--- config.mk ---
export PLATFORM = sky130hd
export DESIGN_NAME = snes_pad_poller
export DESIGN_NICKNAME = d
export VERILOG_FILES = /design/src/rtl/snes_pad_poller.sv
export SDC_FILE = /design/constraint.sdc
export NUM_CORES = 1
export LEC_CHECK = 0
export ABC_CLOCK_PERIOD_IN_PS = 2100
export BUFFER_PORTS_ARGS = -buffer_cell sky130_fd_sc_hd__buf_4
export CAP_MARGIN = 20
export CORE_MARGIN = 4
export CORE_UTILIZATION = 50
export CTS_CLUSTER_SIZE = 30
export DETAILED_ROUTE_END_ITERATION = 6
export PLACE_DENSITY = 0.72
export SKIP_LAST_GASP = 1
export SLEW_MARGIN = 15
export SYNTH_ARGS = -nofsm -noshare
export SYNTH_HDL_FRONTEND = slang
export SYNTH_SLANG_ARGS = --single-unit
--- constraint.sdc ---
create_clock -name Clock -period 2.1 [get_ports Clock]
set_input_delay 0.105 -clock Clock [delete_from_list [all_inputs] [get_ports Clock]]
set_output_delay 0.105 -clock Clock [all_outputs]
set_load 0.03 [all_outputs]
--- src/rtl/snes_pad_poller.sv ---
// Two-player SNES/NES serial pad poller: latches both pads, then shifts NUM_BITS bits
// out of each in lock-step and presents active-high pressed masks with a one-cycle Valid.
module snes_pad_poller #(
    parameter int unsigned LATCH_CYCLES = 300,
    parameter int unsigned HALF_CYCLES  = 150,
    parameter int unsigned NUM_BITS     = 16
) (
    input  logic        Clock,
    input  logic        NReset,
    input  logic        Start,
    input  logic        Enable1,
    input  logic        Enable2,
    input  logic        SNESData1,
    input  logic        SNESData2,
    output logic        NStrobe_Latch1,
    output logic        NShift_Clock1,
    output logic        NStrobe_Latch2,
    output logic        NShift_Clock2,
    output logic [15:0] Buttons1,
    output logic [15:0] Buttons2,
    output logic        Valid,
    output logic        Busy
);

    localparam int unsigned CntMax = (LATCH_CYCLES > HALF_CYCLES) ? LATCH_CYCLES : HALF_CYCLES;
    localparam int unsigned CntW   = $clog2(CntMax + 1);

    localparam logic [CntW-1:0] LatchLast = CntW'(LATCH_CYCLES - 1);
    localparam logic [CntW-1:0] HalfLast  = CntW'(HALF_CYCLES - 1);
    localparam logic [3:0]      BitLast   = 4'(NUM_BITS - 1);
    localparam logic [15:0]     BitMask   = 16'((32'd1 << NUM_BITS) - 32'd1);

    typedef enum logic [2:0] {
        StIdle,
        StLatch,
        StSettle,
        StShiftLo,
        StShiftHi,
        StDone
    } state_e;

    state_e          state_q, state_d;
    logic [CntW-1:0] cnt_q, cnt_d;
    logic [3:0]      bit_q, bit_d;
    logic            en1_q, en1_d, en2_q, en2_d;
    logic [15:0]     shift1_q, shift1_d, shift2_q, shift2_d;
    logic [15:0]     buttons1_q, buttons1_d, buttons2_q, buttons2_d;
    logic            valid_q, valid_d;
    logic            latch1_q, latch1_d, latch2_q, latch2_d;
    logic            sclk1_q, sclk1_d, sclk2_q, sclk2_d;
    logic [1:0]      sync1_q, sync2_q;
    logic            phase_last;

    always_ff @(posedge Clock or negedge NReset) begin
        if (!NReset) begin
            state_q    <= StIdle;
            cnt_q      <= '0;
            bit_q      <= '0;
            en1_q      <= 1'b0;
            en2_q      <= 1'b0;
            shift1_q   <= '0;
            shift2_q   <= '0;
            buttons1_q <= '0;
            buttons2_q <= '0;
            valid_q    <= 1'b0;
            latch1_q   <= 1'b1;
            latch2_q   <= 1'b1;
            sclk1_q    <= 1'b1;
            sclk2_q    <= 1'b1;
            sync1_q    <= '0;
            sync2_q    <= '0;
        end else begin
            state_q    <= state_d;
            cnt_q      <= cnt_d;
            bit_q      <= bit_d;
            en1_q      <= en1_d;
            en2_q      <= en2_d;
            shift1_q   <= shift1_d;
            shift2_q   <= shift2_d;
            buttons1_q <= buttons1_d;
            buttons2_q <= buttons2_d;
            valid_q    <= valid_d;
            latch1_q   <= latch1_d;
            latch2_q   <= latch2_d;
            sclk1_q    <= sclk1_d;
            sclk2_q    <= sclk2_d;
            sync1_q    <= {sync1_q[0], SNESData1};
            sync2_q    <= {sync2_q[0], SNESData2};
        end
    end

    assign phase_last = (state_q == StLatch) ? (cnt_q == LatchLast) : (cnt_q == HalfLast);

    always_comb begin
        state_d    = state_q;
        cnt_d      = phase_last ? '0 : cnt_q + CntW'(1);
        bit_d      = bit_q;
        en1_d      = en1_q;
        en2_d      = en2_q;
        shift1_d   = shift1_q;
        shift2_d   = shift2_q;
        buttons1_d = buttons1_q;
        buttons2_d = buttons2_q;
        valid_d    = 1'b0;

        unique case (state_q)
            StIdle: begin
                cnt_d = '0;
                if (Start) begin
                    en1_d    = Enable1;
                    en2_d    = Enable2;
                    bit_d    = '0;
                    shift1_d = '0;
                    shift2_d = '0;
                    state_d  = StLatch;
                end
            end
            StLatch: begin
                if (phase_last) state_d = StSettle;
            end
            StSettle: begin
                if (phase_last) state_d = StShiftLo;
            end
            StShiftLo: begin
                if (phase_last) begin
                    shift1_d[bit_q] = sync1_q[1];
                    shift2_d[bit_q] = sync2_q[1];
                    state_d         = StShiftHi;
                end
            end
            StShiftHi: begin
                if (phase_last) begin
                    if (bit_q == BitLast) begin
                        // Load results on entry to DONE so Buttons and Valid appear together.
                        buttons1_d = en1_q ? (~shift1_q & BitMask) : '0;
                        buttons2_d = en2_q ? (~shift2_q & BitMask) : '0;
                        valid_d    = 1'b1;
                        state_d    = StDone;
                    end else begin
                        bit_d   = bit_q + 4'd1;
                        state_d = StShiftLo;
                    end
                end
            end
            StDone: begin
                cnt_d   = '0;
                state_d = StIdle;
            end
            default: begin
                cnt_d   = '0;
                state_d = StIdle;
            end
        endcase

        // Pad pins are registered copies of the next state, so they align with state_q.
        latch1_d = !((state_d == StLatch) && en1_d);
        latch2_d = !((state_d == StLatch) && en2_d);
        sclk1_d  = !((state_d == StShiftLo) && en1_d);
        sclk2_d  = !((state_d == StShiftLo) && en2_d);
    end

    assign NStrobe_Latch1 = latch1_q;
    assign NStrobe_Latch2 = latch2_q;
    assign NShift_Clock1  = sclk1_q;
    assign NShift_Clock2  = sclk2_q;
    assign Buttons1       = buttons1_q;
    assign Buttons2       = buttons2_q;
    assign Valid          = valid_q;
    assign Busy           = (state_q != StIdle);

endmodule

==> impl_results.md <==
* F_max at 0.483 GHz
* TritonCTS clock tree: built
* Sink Count at 91
* Final wirelength at 8420 um
* Detailed-route via count at 3,092
* Clk_lat worst skew at 0.37 ns
* Startpoint Class: flip-flop
* Hold crit path type: in -> reg
* HPWL Detailed at 5770 um
* Grt total ovfl at 0
* RSZ-0062 raised after global routing: true
* Ports at 45
* Fin. Hold Viols at 0
* Sequential fraction of the synthesis area at 57.3%
* Number of global-route vias before repair at 3,040
* CP Capture Type: flip-flop
* CTS Buf Count at 9
* Post-CTS Setup Inserts at 0
* Syn Nets at 422
* Adder-Cell Fraction of Synth Area at 1.57%
* N_diodes at 0
* Post-synthesis cell type count at 40
* Layout net count at 483
* Crit path arrival time at 2.32 ns
* Mux share of post-synthesis cell area at 0.251%
* Vias per cell at 5.35
* Critical path fanouts, max at 11
* Max-slew headroom at 56.3%
* Root Driver: clkbuf_8
* Fin worst setup slack at 0.0295 ns
* Total track usage at 18.7%
* Synth warn at 0
* Initial Utilization at 51.6%
* DR iter-0 viols at 144
* Post-synth EDFFs at 0
* TritonRoute pass-1 iters at 4
* Initial antenna violation count at 0
* Setup TNS at 0 ns
* # setup viols final at 0
* Post-synth top flop: dfrtp_1
* Post-synthesis xor/xnor area fraction at 1.54%
* Data required, critical path at 2.35 ns
* Final Critical Period at 2.07 ns
* Pwr dens at 601 nW/um^2
* Cell Area, Synth at 3990 sq um
* GP Congestion at 0.863
* Pre-CTS WS at -0.0234 ns
* P_leak at 2.02 nW
* FP Rows at 32
* Mapped Cells at 410
* Die Area at 9470 sq um
* Met1 GRT Util at 23.2%
* First-pass GRT wire length at 14,400 um
* Slew Limit Fails at 0
* Mean Syn Cell Area at 9.72 sq um
* Met2 usage in global routing at 31.5%
* Die width at 97.3 um
* # fillers at 625
* Outcome: finished, final reports clean
* Max Cap Violations at 0
* Main combinational cell family by area after synthesis: simple AND/OR/NAND/NOR gates
* Share of cells above drive strength 1 at 20.0%
* Util after Layout at 63.0%
* H-tree depth at 3
* Simple-Gate Fraction of Synth Area at 20.3%
* Antenna Nets Post-Route at 0
* Per-cell routed wire length at 14.6 um
* Clock Tree Buf Depth at 2
* Die height at 97.3 um
* Setup Skew at 0.00956 ns
* Area grow syn2layout at 22.1%
* Largest net degree at the start of global routing at 45
* Final Total Pwr at 2.93 mW
* IO Port Bufs at 44
* Core area at 7730 sq um
* Clock transition at the registers of the reported paths at 0.09 ns
* Post-synthesis compound-gate area fraction at 15.3%
* GRT Max-Usage Layer: met2
* Fraction of registers with async set/reset at 100%
* M3 GR Usage at 5.24%
* Yosys reg bits at 91
* Tcrit/Tclk final at 98.6%
* Maximum vdd drop at 0.254 mV
* Setup CP Type: reg -> reg
* DRC errors left at 0
* Worst-Margin Slew at 0.655 ns
==> where the power goes <==
part | internal (mW) | leakage (nW) | switching [mW]
registers | 1.75 | 1.05 | 0.00150
clock network | 0.470 | 0.0815 | 0.646
logic | 0.0183 | 0.883 | 0.0360
==> cell usage after synthesis (all sizes together), types with 3 or more instances <==
cell,instances,area [sq um]
dfrtp,87,2180
nor3,3,15.0
buf,10,80.1
nand4,4,25.0
a21oi,14,70.1
dfstp,4,105
inv,5,18.8
nand3,17,85.1
nand3b,4,30.0
nand2b,33,206
xor2,3,26.3
ha,5,62.6
nor2,16,60.1
nand2,59,221
clkbuf,14,52.6
xnor2,4,35.0
nor2b,7,43.8
o21ai,99,495
==> registers in the layout (all words and copies together), names as in the netlist, 2 cells and up <==
| register | count |
|---|---|
| Buttons1 | 16 |
| Buttons2 | 16 |
| bit_q | 4 |
| cnt_q | 9 |
| shift1_q | 16 |
| shift2_q | 16 |
| state_q | 3 |
| sync1_q | 2 |
| sync2_q | 2 |
==> what timing repair did <==
| action | 4_1_cts | 5_1_grt |
|---|---|---|
| pin swaps | 0 | 1 |
| hold buffers | 5 | 0 |
| resized for setup | 1 | 7 |
| endpoints found under the hold margin | 59 | 0 |
| cloned | 0 | 3 |
| setup endpoints to repair | 15 | 52 |
==> layout by cell type, fill, tap and decap left out, types with 7 or more instances in the layout <==
master	netlist	layout
a21oi_1	14	14
buf_4	3	61
clkbuf_8	0	10
dfrtp_1	87	87
nand2_1	59	58
nand2b_1	33	33
nand3_1	17	16
nor2_1	16	16
nor2b_1	7	7
o21ai_0	71	67
o21ai_1	28	32
==> logic make-up (layout without fill, tap and decap cells) <==
group                      count (synthesis)  count (layout)
muxes                                      1               1
DFF                                       91              91
and+or+nand+nor                          158             158
adders and majority gates                  5               5
buffers and inverters                     29              95
xor gates and xnor gates                   7               7
AOI/OAI and AO/OA                        119             119
==> metrics by stage <==
step	area, sq um	hold WS [ns]	instances
6_report	4870	0.168	578
3_5_place_dp	4530	0.0374	554
4_1_cts	4770	0.161	575
3_3_place_gp	4530	0.0387	554
2_1_floorplan	4000	-0.191	410
5_1_grt	4870	0.166	578
==> path summary, 6_finish.rpt <==
kind                       slack, ns      endpoint       start  depth (start not counted)
setup / recovery                0.03   Buttons2[1]    cnt_q[3]                          6
hold reg to reg                 0.36    sync2_q[1]  sync2_q[0]                          0
setup reg to reg                0.03   Buttons2[1]    cnt_q[3]                          6
max in group asynchronous       1.27  shift1_q[14]      NReset                          3
min in group asynchronous       0.18  Buttons2[10]      NReset                          2
hold / removal                  0.17      bit_q[2]       Start                          3
==> critical path, stage by stage, from the launching register on <==
cell and delay [ns]:
dfrtp_1 0.39, or3b_4 0.40, or4_4 0.43, a211o_4 0.42, buf_12 0.17, nand2_1 0.07
o21ai_1 0.07
==> per-layer routing <==
layer,wire length [um],share of wire (%),vias to the layer above
met3,344,4.1,13
li1,-,-,1523
met2,4170,49,58
met1,3720,44,1498
met4,186,2.2,0
met5,0,0,-
==> cell type report <==
type                            instances  area, sq um  area share [%]
Clock buffer                           10          138            2.83
Clock inverter                          6         47.5           0.977
Inverter                                5         18.8           0.386
Multi-Input combinational cell        290         1580            32.5
Sequential cell                        91         2280            46.9
Tap cell                              102          128            2.62
Timing Repair Buffer                   74          669            13.8
No activity file was read; power rests on OpenSTA's default activity.
